[config.mk]
export PLATFORM = sky130hd
export DESIGN_NAME = keypad_scan_ctrl
export DESIGN_NICKNAME = d
export VERILOG_FILES = /design/src/rtl/keypad_scan_ctrl.sv
export SDC_FILE = /design/constraint.sdc
export NUM_CORES = 1
export LEC_CHECK = 0
export ABC_AREA = 1
export CAP_MARGIN = 20
export CORE_ASPECT_RATIO = 0.6
export CORE_MARGIN = 5
export CORE_UTILIZATION = 25
export CTS_BUF_LIST = sky130_fd_sc_hd__clkbuf_16
export DETAILED_ROUTE_END_ITERATION = 8
export PLACE_DENSITY_LB_ADDON = 0.15
export SLEW_MARGIN = 20
export SYNTH_ARGS = -nofsm -noshare
export SYNTH_HDL_FRONTEND = slang
export SYNTH_SLANG_ARGS = --single-unit
[constraint.sdc]
create_clock -name clk -period 1.9 [get_ports clk]
set_input_delay 0.38 -clock clk [delete_from_list [all_inputs] [get_ports clk]]
set_output_delay 0.38 -clock clk [all_outputs]
set_load 0.01 [all_outputs]
[src/rtl/keypad_scan_ctrl.sv]
// 4x4 hex keypad scanner: column strobing, press/release debounce and a two-digit key history.
// Define KEY_REPEAT_EN to build auto-repeat while a key is held.
module keypad_scan_ctrl #(
  parameter int unsigned SCAN_DIV        = 4800,
  parameter int unsigned DEBOUNCE_CYCLES = 960000,
  parameter int unsigned REPEAT_CYCLES   = 24000000
) (
  input  logic       clk,
  input  logic       reset,
  input  logic [3:0] rows,
  output logic [3:0] cols,
  output logic [3:0] key_code,
  output logic       key_valid,
  output logic [3:0] digit0,
  output logic [3:0] digit1,
  output logic       busy
);

  localparam int unsigned MaxAb  = (SCAN_DIV > DEBOUNCE_CYCLES) ? SCAN_DIV : DEBOUNCE_CYCLES;
  localparam int unsigned MaxCnt = (MaxAb > REPEAT_CYCLES) ? MaxAb : REPEAT_CYCLES;
  localparam int unsigned CW     = $clog2(MaxCnt) + 1;

  localparam logic [CW-1:0] ScanLast = CW'(SCAN_DIV - 1);
  // Entry into the debounce state already accounts for one stable sample.
  localparam logic [CW-1:0] DebLast  = CW'(DEBOUNCE_CYCLES - 2);
  // Rows reflect a new strobe only after the synchronizer has flushed (needs SCAN_DIV >= 3).
  localparam logic [CW-1:0] Settle   = CW'(2);
`ifdef KEY_REPEAT_EN
  localparam logic [CW-1:0] RepLast  = CW'(REPEAT_CYCLES - 1);
`endif

  typedef enum logic [2:0] {
    StScan,
    StDebounce,
    StConfirm,
    StHeld,
    StReleaseDb
  } state_t;

  state_t        state_q;
  logic [3:0]    sync1_q;
  logic [3:0]    rs_q;
  logic [CW-1:0] cnt_q;
  logic [1:0]    cidx_q;
  logic [1:0]    lrow_q;
  logic [1:0]    lcol_q;
`ifdef KEY_REPEAT_EN
  logic [CW-1:0] rep_q;
`endif

  function automatic logic [3:0] keymap(input logic [1:0] r, input logic [1:0] c);
    logic [3:0] k;
    case ({r, c})
      4'h0: k = 4'h1;
      4'h1: k = 4'h2;
      4'h2: k = 4'h3;
      4'h3: k = 4'hA;
      4'h4: k = 4'h4;
      4'h5: k = 4'h5;
      4'h6: k = 4'h6;
      4'h7: k = 4'hB;
      4'h8: k = 4'h7;
      4'h9: k = 4'h8;
      4'hA: k = 4'h9;
      4'hB: k = 4'hC;
      4'hC: k = 4'hE;
      4'hD: k = 4'h0;
      4'hE: k = 4'hF;
      default: k = 4'hD;
    endcase
    return k;
  endfunction

  function automatic logic [1:0] low_row(input logic [3:0] r);
    if (!r[0])      return 2'd0;
    else if (!r[1]) return 2'd1;
    else if (!r[2]) return 2'd2;
    else            return 2'd3;
  endfunction

  function automatic logic [CW-1:0] inc(input logic [CW-1:0] x);
    return (x == '1) ? x : x + CW'(1);
  endfunction

  assign cols = ~(4'b0001 << cidx_q);

  always_ff @(posedge clk or posedge reset) begin
    if (reset) begin
      state_q   <= StScan;
      sync1_q   <= 4'hF;
      rs_q      <= 4'hF;
      cnt_q     <= '0;
      cidx_q    <= 2'd0;
      lrow_q    <= 2'd0;
      lcol_q    <= 2'd0;
      key_code  <= 4'h0;
      key_valid <= 1'b0;
      digit0    <= 4'h0;
      digit1    <= 4'h0;
      busy      <= 1'b0;
`ifdef KEY_REPEAT_EN
      rep_q     <= '0;
`endif
    end else begin
      sync1_q   <= rows;
      rs_q      <= sync1_q;
      key_valid <= 1'b0;
      unique case (state_q)
        StScan: begin
          if (cnt_q >= Settle && rs_q != 4'hF) begin
            lrow_q  <= low_row(rs_q);
            lcol_q  <= cidx_q;
            cnt_q   <= '0;
            state_q <= StDebounce;
            busy    <= 1'b1;
          end else if (cnt_q == ScanLast) begin
            cnt_q  <= '0;
            cidx_q <= cidx_q + 2'd1;
          end else begin
            cnt_q <= inc(cnt_q);
          end
        end
        StDebounce: begin
          if (rs_q[lrow_q]) begin
            cnt_q   <= '0;
            state_q <= StScan;
            busy    <= 1'b0;
          end else if (cnt_q == DebLast) begin
            cnt_q   <= '0;
            state_q <= StConfirm;
          end else begin
            cnt_q <= inc(cnt_q);
          end
        end
        StConfirm: begin
          cnt_q <= '0;
          if (!rs_q[lrow_q] && $countones(~rs_q) == 1) begin
            key_code  <= keymap(lrow_q, lcol_q);
            digit0    <= keymap(lrow_q, lcol_q);
            digit1    <= digit0;
            key_valid <= 1'b1;
            state_q   <= StHeld;
`ifdef KEY_REPEAT_EN
            rep_q     <= '0;
`endif
          end else begin
            state_q <= StScan;
            busy    <= 1'b0;
          end
        end
        StHeld: begin
          // Only the latched row matters; the frozen strobe hides other columns.
          if (rs_q[lrow_q]) begin
            cnt_q   <= '0;
            state_q <= StReleaseDb;
`ifdef KEY_REPEAT_EN
            rep_q   <= '0;
          end else if (rep_q == RepLast) begin
            rep_q     <= '0;
            key_code  <= keymap(lrow_q, lcol_q);
            digit0    <= keymap(lrow_q, lcol_q);
            digit1    <= digit0;
            key_valid <= 1'b1;
          end else begin
            rep_q <= inc(rep_q);
`endif
          end
        end
        StReleaseDb: begin
          if (!rs_q[lrow_q]) begin
            cnt_q   <= '0;
            state_q <= StHeld;
`ifdef KEY_REPEAT_EN
            rep_q   <= '0;
`endif
          end else if (cnt_q == DebLast) begin
            cnt_q   <= '0;
            cidx_q  <= cidx_q + 2'd1;
            state_q <= StScan;
            busy    <= 1'b0;
          end else begin
            cnt_q <= inc(cnt_q);
          end
        end
        default: begin
          cnt_q   <= '0;
          state_q <= StScan;
          busy    <= 1'b0;
        end
      endcase
    end
  end

endmodule

### Word-level counts from Yosys, hierarchy flattened

Memory sizes are Yosys's and may differ from the RTL's. A register that Yosys moved wholly into a read port is not among the register bits.
Cells that the tools add are included.

* $add $sub $neg: 5
* order comparisons: 2
* equal/unequal tests: 19
* shift-type cells: 1
* multiplexer cells: 34
* bitwise operators: 3
* reductions and logical operators: 10

Operators by type and width (count)
* $mux 26: 7
* $pmux 26 s4: 1
* $add 26x1->26 const B: 1
* $eq 26x13->1 const B: 1
* $eq 26x20->1 const B: 1
* $eq 26x26->1 const B: 1
* $ge 26x2->1 const B: 1
* $mux 3: 6
* $ne 2x2->1 const B: 8
* $pmux 3 s5: 1
* $mux 2: 7
* $mux 1: 9
* $not 4->4: 2
* $eq 3x1->1 const B: 2
* $eq 3x2->1 const B: 2
* $ne 3x3->1 const B: 2
* $reduce_and 6->1: 1
* $pmux 1 s5: 1
* $reduce_and 5->1: 1
* $add 1x1->2: 2
* $ne 4x4->1 const B: 1
* $pmux 2 s2: 1
* $reduce_and 2->1: 2
* $reduce_and 4->1: 1
* other kinds (11): 12

* flip-flop bits (word level): 49
* memory bits (read-only): 128
* input port bits: 6
* output and inout bits: 18
* memories: 2

Memories
* (no name shown): depth 16, bits a word 4, read ports 1, clocked after Yosys merged registers in 1, write ports 0, RTL line 53 `case ({r, c})`
* (no name shown): depth 16, bits a word 4, read ports 1, clocked after Yosys merged registers in 1, write ports 0, RTL line 53

### Logic depth before layout (Yosys ltp)

* depth after elaboration: 7
* depth in mapped cells: 13

### Worst setup path before layout

Ideal clock, no wire load.

* path type: register to register
* from: register rs_q[0]
* to: register digit0[3]
* arrival time: 1993 ps
* setup slack: -223 ps
* cell stages (with the launch flop): 12
* path buffers: 1
* clock period less this slack: 2123 ps
* path through: dfstp_2 fa_1 inv_1 ha_1 ha_1 nor2_1 nand3_1 nor2_1 nand2_1 buf_2 nand2_1 o21ai_0

* cells in the longest elaborated chain, start to end: 6

RTL lines
* start, declared: RTL line 42 `logic [3:0] rs_q;`
* start signal, assigned: RTL line 106 `rs_q <= sync1_q;`
* $not 4->4: RTL line 137 `if (!rs_q[lrow_q] && $countones(~rs_q) == 1) begin`
* $add 1x1->2 (implied by the code): RTL line 137
* $add 2x2->3 (implied by the code): RTL line 137
* $eq 3x1->1: RTL line 137
* $logic_and 1x1->1 *: RTL line 137
* $reduce_and 2->1 (no source line) *
* end, declared: RTL line 14 `output logic [3:0] digit0,`

Every way passes the cells marked *; elsewhere a longest branch is shown, timed or not. The select of a mux whose other input is x is not followed.
A chain may end at the register's enable or synchronous reset.

### Final worst setup path

* from: register rs_q[1]
* to: register digit1[2]

* cells in the longest elaborated chain, start to end: 6

RTL lines
* $not 4->4: RTL line 137
* $add 1x1->2 (implied by the code): RTL line 137
* $add 2x2->3 (implied by the code): RTL line 137
* $eq 3x1->1: RTL line 137
* $logic_and 1x1->1 *: RTL line 137
* $reduce_and 2->1 (no source line) *
* end signal, assigned: RTL line 140 `digit1 <= digit0;`
* end, declared: RTL line 15 `output logic [3:0] digit1,`

Marks and branches as above.

==> impl_results.md <==
* Status: complete, but fails checks
* Failing checks: negative setup slack
* Rows at 33
* All-Layer GR Usage at 0.133
* Final Critical Period at between 2 and 2.5 ns
* Pin count of the biggest net entering global routing at 54
* Number of diodes at 0
* Hold Crit Class: reg -> reg
* Fin crit share at 1.15
* Clock skew at between 0.006 and 0.007 ns
* Vias per inst at around 4.6
* Cell area after synthesis at 3590 um^2
* CP endpoint kind: register
* I/O Buffers at 23
* Yosys reg bits at 53
* Post-Syn Instances at between 400 and 500
* Syn Nets at 512
* Initial antenna violation count at 0
* DRC at 0
* Remaining antenna violation count after routing at 0
* Setup violators final at 18
* Rel. slew slack at 0.577
* P per Cell Area at 1060 nW/um^2
* Detail Placement HPWL at roughly 8400 um
* Area delta synth->final at 40.5%
* Die height at 103 um
* # nets final at 598
* Total CTS buffers at 5
* Hold WS at between 0.3 and 0.4 ns
* Leakage at approximately 2.3 nW
* Arr. time, crit path at approximately 2.4 ns
* Hold_buf cts at 0
* Vias in the first global route at between 3000 and 4000
* Slew @ Worst Pin at 0.629 ns
* First-pass GRT wire length at between 15000 and 20000 um
* Global route overflow at 0
* Most used DFF post-synth: dfrtp_1
* Clock transition at the registers of the reported paths at approximately 0.070 ns
* CTS tree: done
* Hold Fails Final Rpt at 0
* Critical path class: reg -> reg
* Final Cell Area at approximately 5000 um^2
* H-tree depth at 2
* Starting Density at 0.259
* Final setup TNS at -3.39 ns
* Critical Path RT at 2.09 ns
* DRT Wirelength at between 10000 and 15000 um
* Vias at ~3600
* Worst R2R Setup Slack at -0.29 ns
* GP Congestion at ~0.9
* Starting DRT DRC Count at about 280
* Setup crit start kind: register
* PnR worst setup slack at -0.293 ns
* VDD IR-drop max at roughly 0.48 mV
* Clk buf depth at 2
* Overall die width at 165 um
* Root buffer cell: clkbuf_16
* Asr flop ratio synth at 1.00
* Final Slew Violations at 0
* Yosys cell types at 37
* Register area share after synthesis at 0.372
* Utilization after layout at 0.364
* Critical path peak fanout at 6
* Power, Total at 5.35 mW
* Routed wire length per instance at 14.4 um
* Max-Cap Viols at 0
* Avg Inst Size Synth at ~7.3 um^2
* Placed Area at 4420 um^2
* Fill cell count at around 1500
* RSZ-0062 raised after global routing: yes
* Synth warnings at 0
* Share of layout cells above drive strength 1 at 0.339
* Clock sinks at 53
* F_max at around 460 MHz
* Post-synth EDFFs at 0
* Drt first pass iters at 4
* Num ports at 24
* Full die area at around 17000 um^2
* Core Region at 13900 um^2
* Clock latency at the later pin of the worst-skew pair at 0.30 ns
## timing repair
action | 4_1_cts | 5_1_grt
setup buffers | 2 | 6
cloned | 0 | 3
resized for setup | 12 | 104
setup endpoints to repair | 23 | 42
pin swaps | 1 | 30
## sequential cells by signal, summed over array words and instances (netlist names)
signal / flops
key_valid: 1
digit0: 4
state_q: 3
cidx_q: 2
cnt_q: 26
lrow_q: 2
busy: 1
lcol_q: 2
digit1: 4
sync1_q: 4
rs_q: 4
## metrics by stage
step	instances	worst slack [ns]
2_1_floorplan	491	-0.176
3_3_place_gp	751	-0.367
3_5_place_dp	751	-0.429
4_1_cts	761	-0.352
5_1_grt	770	-0.394
6_report	770	-0.293
## placed cells by master (no fill, tap or decap), types with 6 or more instances in the layout
master | Yosys | routed
buf_4 | 5 | 55
buf_6 | 1 | 6
clkdlybuf4s50_1 | 0 | 19
dfrtp_1 | 45 | 45
dfstp_2 | 8 | 8
ha_1 | 14 | 10
inv_1 | 65 | 58
inv_2 | 7 | 13
nand2_1 | 121 | 102
nand2_2 | 8 | 26
nand2_4 | 5 | 6
nand3_1 | 42 | 30
nand3_2 | 5 | 15
nand4_1 | 23 | 23
nor2_1 | 58 | 41
nor2_2 | 6 | 11
nor2_4 | 6 | 18
nor3_1 | 14 | 12
o21ai_0 | 22 | 13
o21ai_1 | 3 | 7
## layer usage
layer	vias up	GRT usage	share of wire
li1	1745	-	-
met1	1761	0.217	0.58
met2	59	0.174	0.38
met3	8	0.0264	0.039
met4	0	0.0307	0.0086
met5	-	0	0
## final timing paths
check,startpoint,to,depth (start not counted)
worst max-delay path,rs_q[1],digit1[2],11
worst min-delay path,sync1_q[0],rs_q[0],0
max in group asynchronous,reset,sync1_q[0],3
min in group asynchronous,reset,cnt_q[8],3
worst max register to register,rs_q[1],digit1[2],11
worst min register to register,sync1_q[0],rs_q[0],0
## critical path: stages (launching register included)
cell and delay [ns]:
dfstp_2 0.55, fa_1 0.43, inv_2 0.08, ha_4 0.13, ha_4 0.20, nor2_4 0.10
nand3_2 0.10, nor2_4 0.13, nand2_4 0.10, buf_6 0.14, nand2_1 0.05, o21ai_1 0.07
## report_power, final
group	total (mW)	switching (mW)	internal [mW]
combinational	2.78	1.72	1.06
clock	1.07	0.447	0.623
sequential	1.50	0.185	1.31
total	5.35	2.36	2.99
## cells by family (layout without fill, tap and decap cells)
kind of cell	Yosys count	in the layout	share of synthesized area
simple gates	296	298	0.405
buf+inv	85	170	0.0993
flops	53	53	0.372
compound gates	35	35	0.0526
fa+ha+maj	15	15	0.0543
xor+xnor	7	7	0.0171
## synthesized netlist by cell type, types with 2 or more instances
master | number | area, um^2
nand2_4 | 5 | 56.3
buf_2 | 3 | 15.0
xor2_1 | 6 | 52.6
nand4_1 | 23 | 144
nor2_2 | 6 | 37.5
nor2_4 | 6 | 67.6
buf_4 | 5 | 37.5
nand3_2 | 5 | 50.1
o22ai_1 | 2 | 12.5
nand3_4 | 2 | 35.0
nor3_2 | 2 | 20.0
ha_1 | 14 | 175
nor3_1 | 14 | 70.1
nand2_1 | 121 | 454
nor2_1 | 58 | 218
o21ai_0 | 22 | 110
dfrtp_1 | 45 | 1130
inv_2 | 7 | 26.3
dfstp_2 | 8 | 210
nand2_2 | 8 | 50.1
inv_1 | 65 | 244
o21ai_1 | 3 | 15.0
inv_4 | 3 | 18.8
a21oi_1 | 4 | 20.0
nand3_1 | 42 | 210
## layout make-up
| type | instances | area [um^2] | area share |
|---|---|---|---|
| Clock inverter | 3 | 42.5 | 0.00843 |
| Timing Repair inverter | 1 | 11.3 | 0.00223 |
| Clock buffer | 5 | 125 | 0.0248 |
| Sequential cell | 53 | 1340 | 0.265 |
| Tap cell | 192 | 240 | 0.0476 |
| Timing Repair Buffer | 85 | 726 | 0.144 |
| Inverter | 76 | 308 | 0.0610 |
| Multi-Input combinational cell | 355 | 2260 | 0.447 |
Note: power is estimated with default switching activity, not from simulation.
